**src/rtl/baccarat_round_ctrl.sv**
```systemverilog
// baccarat_round_ctrl: timed deal sequencer with third-card rules and win lights; tallies under BACCARAT_ROUND_TALLY_EN
module baccarat_round_ctrl #(
  parameter int STEP_CYCLES = 25_000_000,
  parameter int TALLY_W = 8
) (
  input  logic               fast_clock,
  input  logic               resetb,
  input  logic               start,
  input  logic [3:0]         pscore,
  input  logic [3:0]         dscore,
  input  logic [3:0]         pcard3,
  output logic               load_pcard1,
  output logic               load_pcard2,
  output logic               load_pcard3,
  output logic               load_dcard1,
  output logic               load_dcard2,
  output logic               load_dcard3,
  output logic               busy,
  output logic               player_win_light,
  output logic               dealer_win_light,
  output logic [TALLY_W-1:0] rounds,
  output logic [TALLY_W-1:0] player_wins,
  output logic [TALLY_W-1:0] dealer_wins,
  output logic [TALLY_W-1:0] ties
);
  localparam int CW = $clog2(STEP_CYCLES);
  typedef enum logic [3:0] {IDLE, P1, D1, P2, D2, CHK, P3, CHK3, D3, RESULT} state_t;
  state_t state, next;
  logic [CW-1:0] cnt;
  logic deal, done, draw, enter_res, entry;
  assign deal = state inside {P1, D1, P2, D2, P3, D3};
  assign done = cnt == CW'(STEP_CYCLES - 1);
  assign enter_res = next == RESULT && state != RESULT;
  assign draw = dscore <= 4'd2
    || (dscore == 4'd3 && pcard3 != 4'd8)
    || (dscore == 4'd4 && pcard3 >= 4'd2 && pcard3 <= 4'd7)
    || (dscore == 4'd5 && pcard3 >= 4'd4 && pcard3 <= 4'd7)
    || (dscore == 4'd6 && pcard3 >= 4'd6 && pcard3 <= 4'd7);
  always_ff @(posedge fast_clock) begin
    if (!resetb) begin
      state <= IDLE;
      cnt <= '0;
      player_win_light <= 1'b0;
      dealer_win_light <= 1'b0;
    end else begin
      state <= next;
      cnt <= (deal && !done) ? cnt + 1'b1 : '0;
      if (enter_res) begin
        player_win_light <= pscore >= dscore;
        dealer_win_light <= dscore >= pscore;
      end else if (state == RESULT && next != RESULT) begin
        player_win_light <= 1'b0;
        dealer_win_light <= 1'b0;
      end
    end
  end
  always_comb begin
    next = state;
    case (state)
      IDLE, RESULT: next = start ? P1 : state;
      P1:   next = done ? D1 : P1;
      D1:   next = done ? P2 : D1;
      P2:   next = done ? D2 : P2;
      D2:   next = done ? CHK : D2;
      CHK:  next = (pscore >= 4'd8 || dscore >= 4'd8) ? RESULT :
                   pscore <= 4'd5 ? P3 : dscore <= 4'd5 ? D3 : RESULT;
      P3:   next = done ? CHK3 : P3;
      CHK3: next = draw ? D3 : RESULT;
      D3:   next = done ? RESULT : D3;
      default: next = IDLE;
    endcase
  end
  // strobes are gated by reset so none escapes during the reset cycle
  always_comb begin
    entry = resetb && cnt == '0;
    load_pcard1 = entry && state == P1;
    load_dcard1 = entry && state == D1;
    load_pcard2 = entry && state == P2;
    load_dcard2 = entry && state == D2;
    load_pcard3 = entry && state == P3;
    load_dcard3 = entry && state == D3;
    busy = state != IDLE && state != RESULT;
  end
`ifdef BACCARAT_ROUND_TALLY_EN
  always_ff @(posedge fast_clock) begin
    if (!resetb) begin
      rounds <= '0;
      player_wins <= '0;
      dealer_wins <= '0;
      ties <= '0;
    end else if (enter_res) begin
      rounds <= rounds + TALLY_W'(rounds != '1);
      player_wins <= player_wins + TALLY_W'(pscore > dscore && player_wins != '1);
      dealer_wins <= dealer_wins + TALLY_W'(dscore > pscore && dealer_wins != '1);
      ties <= ties + TALLY_W'(pscore == dscore && ties != '1);
    end
  end
`else
  assign rounds = '0;
  assign player_wins = '0;
  assign dealer_wins = '0;
  assign ties = '0;
`endif
endmodule

```
**config.mk**
```make
export PLATFORM = sky130hd
export DESIGN_NAME = baccarat_round_ctrl
export DESIGN_NICKNAME = d
export VERILOG_FILES = /design/src/rtl/baccarat_round_ctrl.sv
export SDC_FILE = /design/constraint.sdc
export NUM_CORES = 1
export LEC_CHECK = 0
export BUFFER_PORTS_ARGS = -buffer_cell sky130_fd_sc_hd__buf_2
export CORE_MARGIN = 1.5
export CORE_UTILIZATION = 57
export CTS_CLUSTER_SIZE = 12
export DETAILED_ROUTE_END_ITERATION = 16
export PLACE_DENSITY = 0.87
export SLEW_MARGIN = 30
export SYNTH_ARGS = -nofsm -noshare
export SYNTH_HDL_FRONTEND = slang
export SYNTH_SLANG_ARGS = --single-unit
```
**constraint.sdc**
```tcl
create_clock -name fast_clock -period 6.87 [get_ports fast_clock]
set_input_delay 1.7175 -clock fast_clock [delete_from_list [all_inputs] [get_ports fast_clock]]
set_output_delay 1.7175 -clock fast_clock [all_outputs]
set_load 0.01 [all_outputs]
```
======== After elaboration in Yosys (flattened, before gate mapping) ========
Index checks and enable logic that the tools add are counted.
cells by class
  add/sub/neg operators ................... 1
  equal/unequal tests ..................... 18
  mux-type cells .......................... 15
  reductions and logical operators ........ 31
  magnitude comparators ................... 11
operators by type and width
  cell                   count
  $pmux 4 s9             1
  $eq 4x3->1 const B     7
  $add 25x1->25 const B  1
  $eq 25x25->1 const B   1
  $logic_not 25->1       1
  $logic_and 1x1->1      18
  $eq 4x2->1 const B     3
  $eq 4x4->1 const B     3
  $le 4x3->1 const B     3
  $mux 4                 3
  $ne 4x4->1 const B     3
  $mux 1                 9
  $ge 4x3->1 const B     2
  $ge 4x4->1             2
  $ge 4x4->1 const B     2
  $reduce_bool 6->1      1
  $logic_or 1x1->1       5
  $eq 4x1->1 const B     1
  $ge 4x2->1 const B     1
  $le 4x2->1 const B     1
  $logic_not 4->1        1
  $reduce_bool 4->1      1
  $mux 3                 1
  $mux 2                 1
  4 further kinds        4
word-level totals
  output and inout bits ................... 41
  word-level logic and storage cells ...... 80
  bits in registers ....................... 31
  input bits .............................. 15

======== Depth between registers and ports, before layout ========
  depth in word-level cells ............... 12
  gate-level depth with buffers ........... 9
  mapped depth without buffers ............ 9

======== Least setup slack after synthesis ========
No wires, ideal clock.
  path kind ............................... input port to output port
  start ................................... in resetb
  end ..................................... out load_dcard3
  setup slack ............................. 2.966 ns
  path buffers ............................ 0
  stages .................................. 3
  data required time ...................... 5.152 ns
  arrival time ............................ 2.186 ns
  cell sequence ........................... nand3_2 -> nor2_2 -> nor4b_2
on the way
  word-level cells in the longest chain between the ends .. 2
RTL lines
  item               line  text
  from (decl)        7     input logic resetb,
  $logic_and 1x1->1  75    entry = resetb && cnt == '0;
  $logic_and 1x1->1  81    load_dcard3 = entry && state == D3;
  to (decl)          17    output logic load_dcard3,
No other way between the ends.

======== Final worst setup path ========
Same ends and word-level chain as after synthesis.

==> flow_summary.ini <==
[final_layout]
multiInputGateArea_um2 = 1310
fill_cells = 334
final_nets = 295
drive_above_1_share_pct = 16.8
regArea_um2 = 621
antennaDiodeCount = 0
layout.cells.non_filler = 322
area_growth_pct = 4.59

[clock_network]
path_clk_slew_ns = 0.07
cts.path.max_buffers = 2
htreeDepth = 2
tritoncts_num_sinks = 31
insertion_delay_ns = 0.28
numCtsBuffers = 5
cts_setup_buffers = 0
cts_hold_buf = 0
cts_tree = yes
cts_resized = 0
cts-root-buf = clkbuf_8

[route]
drcViolationCount = 0
routed_wirelength_um = 3840
viasPerCell = 5.28
dr.pass1.iters = 4
drtIter0Drc = 142
wire_per_inst_um = 11.9
vias = 1700
postRouteAntennaNets = 0

[die]
start_util_pct = 58.5
core.rowCount = 22
core_area_um2 = 3630
io_pins = 56
die_height_um = 64.1
die_w_um = 64.1
dieArea_um2 = 4100

[power]
intPower_w = 0.000263
pwr-share-comb_pct = 9.8
leakagePower_nw = 0.906
ir_worst_vdd_mv = 0.128
switching_share_pct = 26.8
switchingPower_w = 0.0000963
clockPowerShare_pct = 39.1
power_density_nw_per_um2 = 162
p_seq_share_pct = 51.1

[run_status]
status = completed

[sta]
skew_ns = 0.00242
setup_tns_ns = 0
rsz0062_at_grt = false
fin_crit_ns = 4.26
timing_max_transition_violations_final = 0
setup-violations-final = 0
hold_viol_final = 0
slew_headroom_pct = 61.4
tightest_slew_ns = 0.579
period_share_pct = 62.0
fmax_ghz = 0.235

[placement]
portBuffers = 23
gp_congestion = 0.921
place_hpwl_um = 2950
dp_cells = 314

[logic_synthesis]
synth_area_um2 = 2130
ys_types = 47
yosys_warnings = 0
seq_area_frac_synth_pct = 29.2
ys_async_sr_fraction_pct = 0
synthCells = 251
synth_seq_cells = 31
syn-mean-instance-area_um2 = 8.47
synth_edf_count = 0
synthFlopType = dfxtp_1

[global_route]
grt_first_pass_wirelength_um = 6740
grt_overflow = 0
grt_usage_pct = 20.6
grt_pass1_vias = 1554
antenna_found_initial = 0
grt_max_degree = 26

[setup_path]
cp_data_arrival_time_ns = 2.54
path_class = in2out
cp_data_required_time_ns = 5.15
crit_path_end_kind = output port
path_max_fanout = 8
critPathLaunchType = input port

[worst_hold_path]
hold_path.class = reg2reg

[job]
drv_cap = 0
[power groups by stage]
stage	clock [W]	sequential, W	combinational (W)
4_1_cts	0.000145	0.000184	0.0000353
3_5_place_dp	0	0.000188	0.0000352
6_report	0.000140	0.000184	0.0000354
3_3_place_gp	0	0.000188	0.0000345
5_1_grt	0.000153	0.000184	0.0000405
2_1_floorplan	0	0.000185	0.0000421
[synthesized netlist by cell type (3+ instances only)]
cell	n	area [µm²]
nor2_1	39	146
buf_4	32	240
dfxtp_1	31	621
xor2_1	18	158
nand3_1	13	65.1
nand2_1	12	45.0
nand4_1	12	75.1
inv_1	8	30.0
ha_1	7	87.6
xnor2_1	7	61.3
and3_1	5	31.3
a31oi_1	4	25.0
clkbuf_1	4	15.0
nor2b_1	4	25.0
o21ai_0	4	20.0
a21oi_1	3	15.0
and4_1	3	26.3
nand3b_1	3	22.5
nor3_1	3	15.0
nor4_1	3	18.8
[metal layers]
layer	vias to the layer above	track usage (%)	share of wire, %
li1	858	-	-
met1	793	26.3	47
met2	44	33.3	47
met3	5	4.40	3.9
met4	0	9.24	1.5
met5	-	0	0
[cells in the final DEF, fill, tap and decap left out, types with 7 or more instances in the layout]
master	Yosys	routed
nor2_1	39	39
conb_1	1	32
dfxtp_1	31	31
buf_2	1	23
xor2_1	18	18
nand3_1	13	13
nand2_1	12	12
nand4_1	12	12
inv_1	8	8
xnor2_1	7	7
ha_1	7	7
[worst paths after layout]
kind / depth (start not counted) / end / start / slack [ns]
min: 1 / cnt[0] / cnt[0] / 0.49
min reg2reg: 1 / cnt[0] / cnt[0] / 0.49
max reg2reg: 9 / player_win_light / cnt[0] / 4.41
max: 5 / load_dcard3 / resetb / 2.61
[layout make-up]
| type | count | area share [%] |
|---|---|---|
| sequential | 31 | 27.9 |
| clock buffer | 5 | 3.10 |
| clock inverter | 3 | 0.900 |
| timing repair buffer | 23 | 5.18 |
| tap | 48 | 2.70 |
| multi-input combinational | 204 | 58.9 |
| inverter | 8 | 1.35 |
[metrics by stage]
stage	worst slack (ns)	hold slack [ns]	utilization [%]	cell area, µm²	total power (W)
after CTS	2.62	0.485	61.2	2220	0.000364
after floorplan	2.97	0.441	-	2240	0.000227
final	2.61	0.486	61.2	2220	0.000359
after global routing	2.57	0.502	61.2	2220	0.000377
after global placement	2.67	0.458	58.7	2130	0.000222
after detailed placement	2.63	0.468	58.7	2130	0.000223
[kinds of logic after synthesis]
| family | synth area share [%] |
|---|---|
| AOI/OAI and AO/OA | 6.83 |
| xor gates and xnor gates | 10.3 |
| adders and majority gates | 4.12 |
| buffers and inverters | 14.7 |
| DFF | 29.2 |
| muxes | 0.471 |
| other | 0.176 |
| and+or+nand+nor | 34.2 |
[worst max-delay path, stage by stage]
cell,delay (ns)
buf_2,0.18
nand3_2,0.11
nor2_2,0.17
nor4b_2,0.21
buf_2,0.16
[sequential cells by signal, summed over array words and instances, names as in the netlist]
register          flops
player_win_light      1
state                 4
dealer_win_light      1
cnt                  25
No activity file was read; power rests on OpenSTA's default activity.
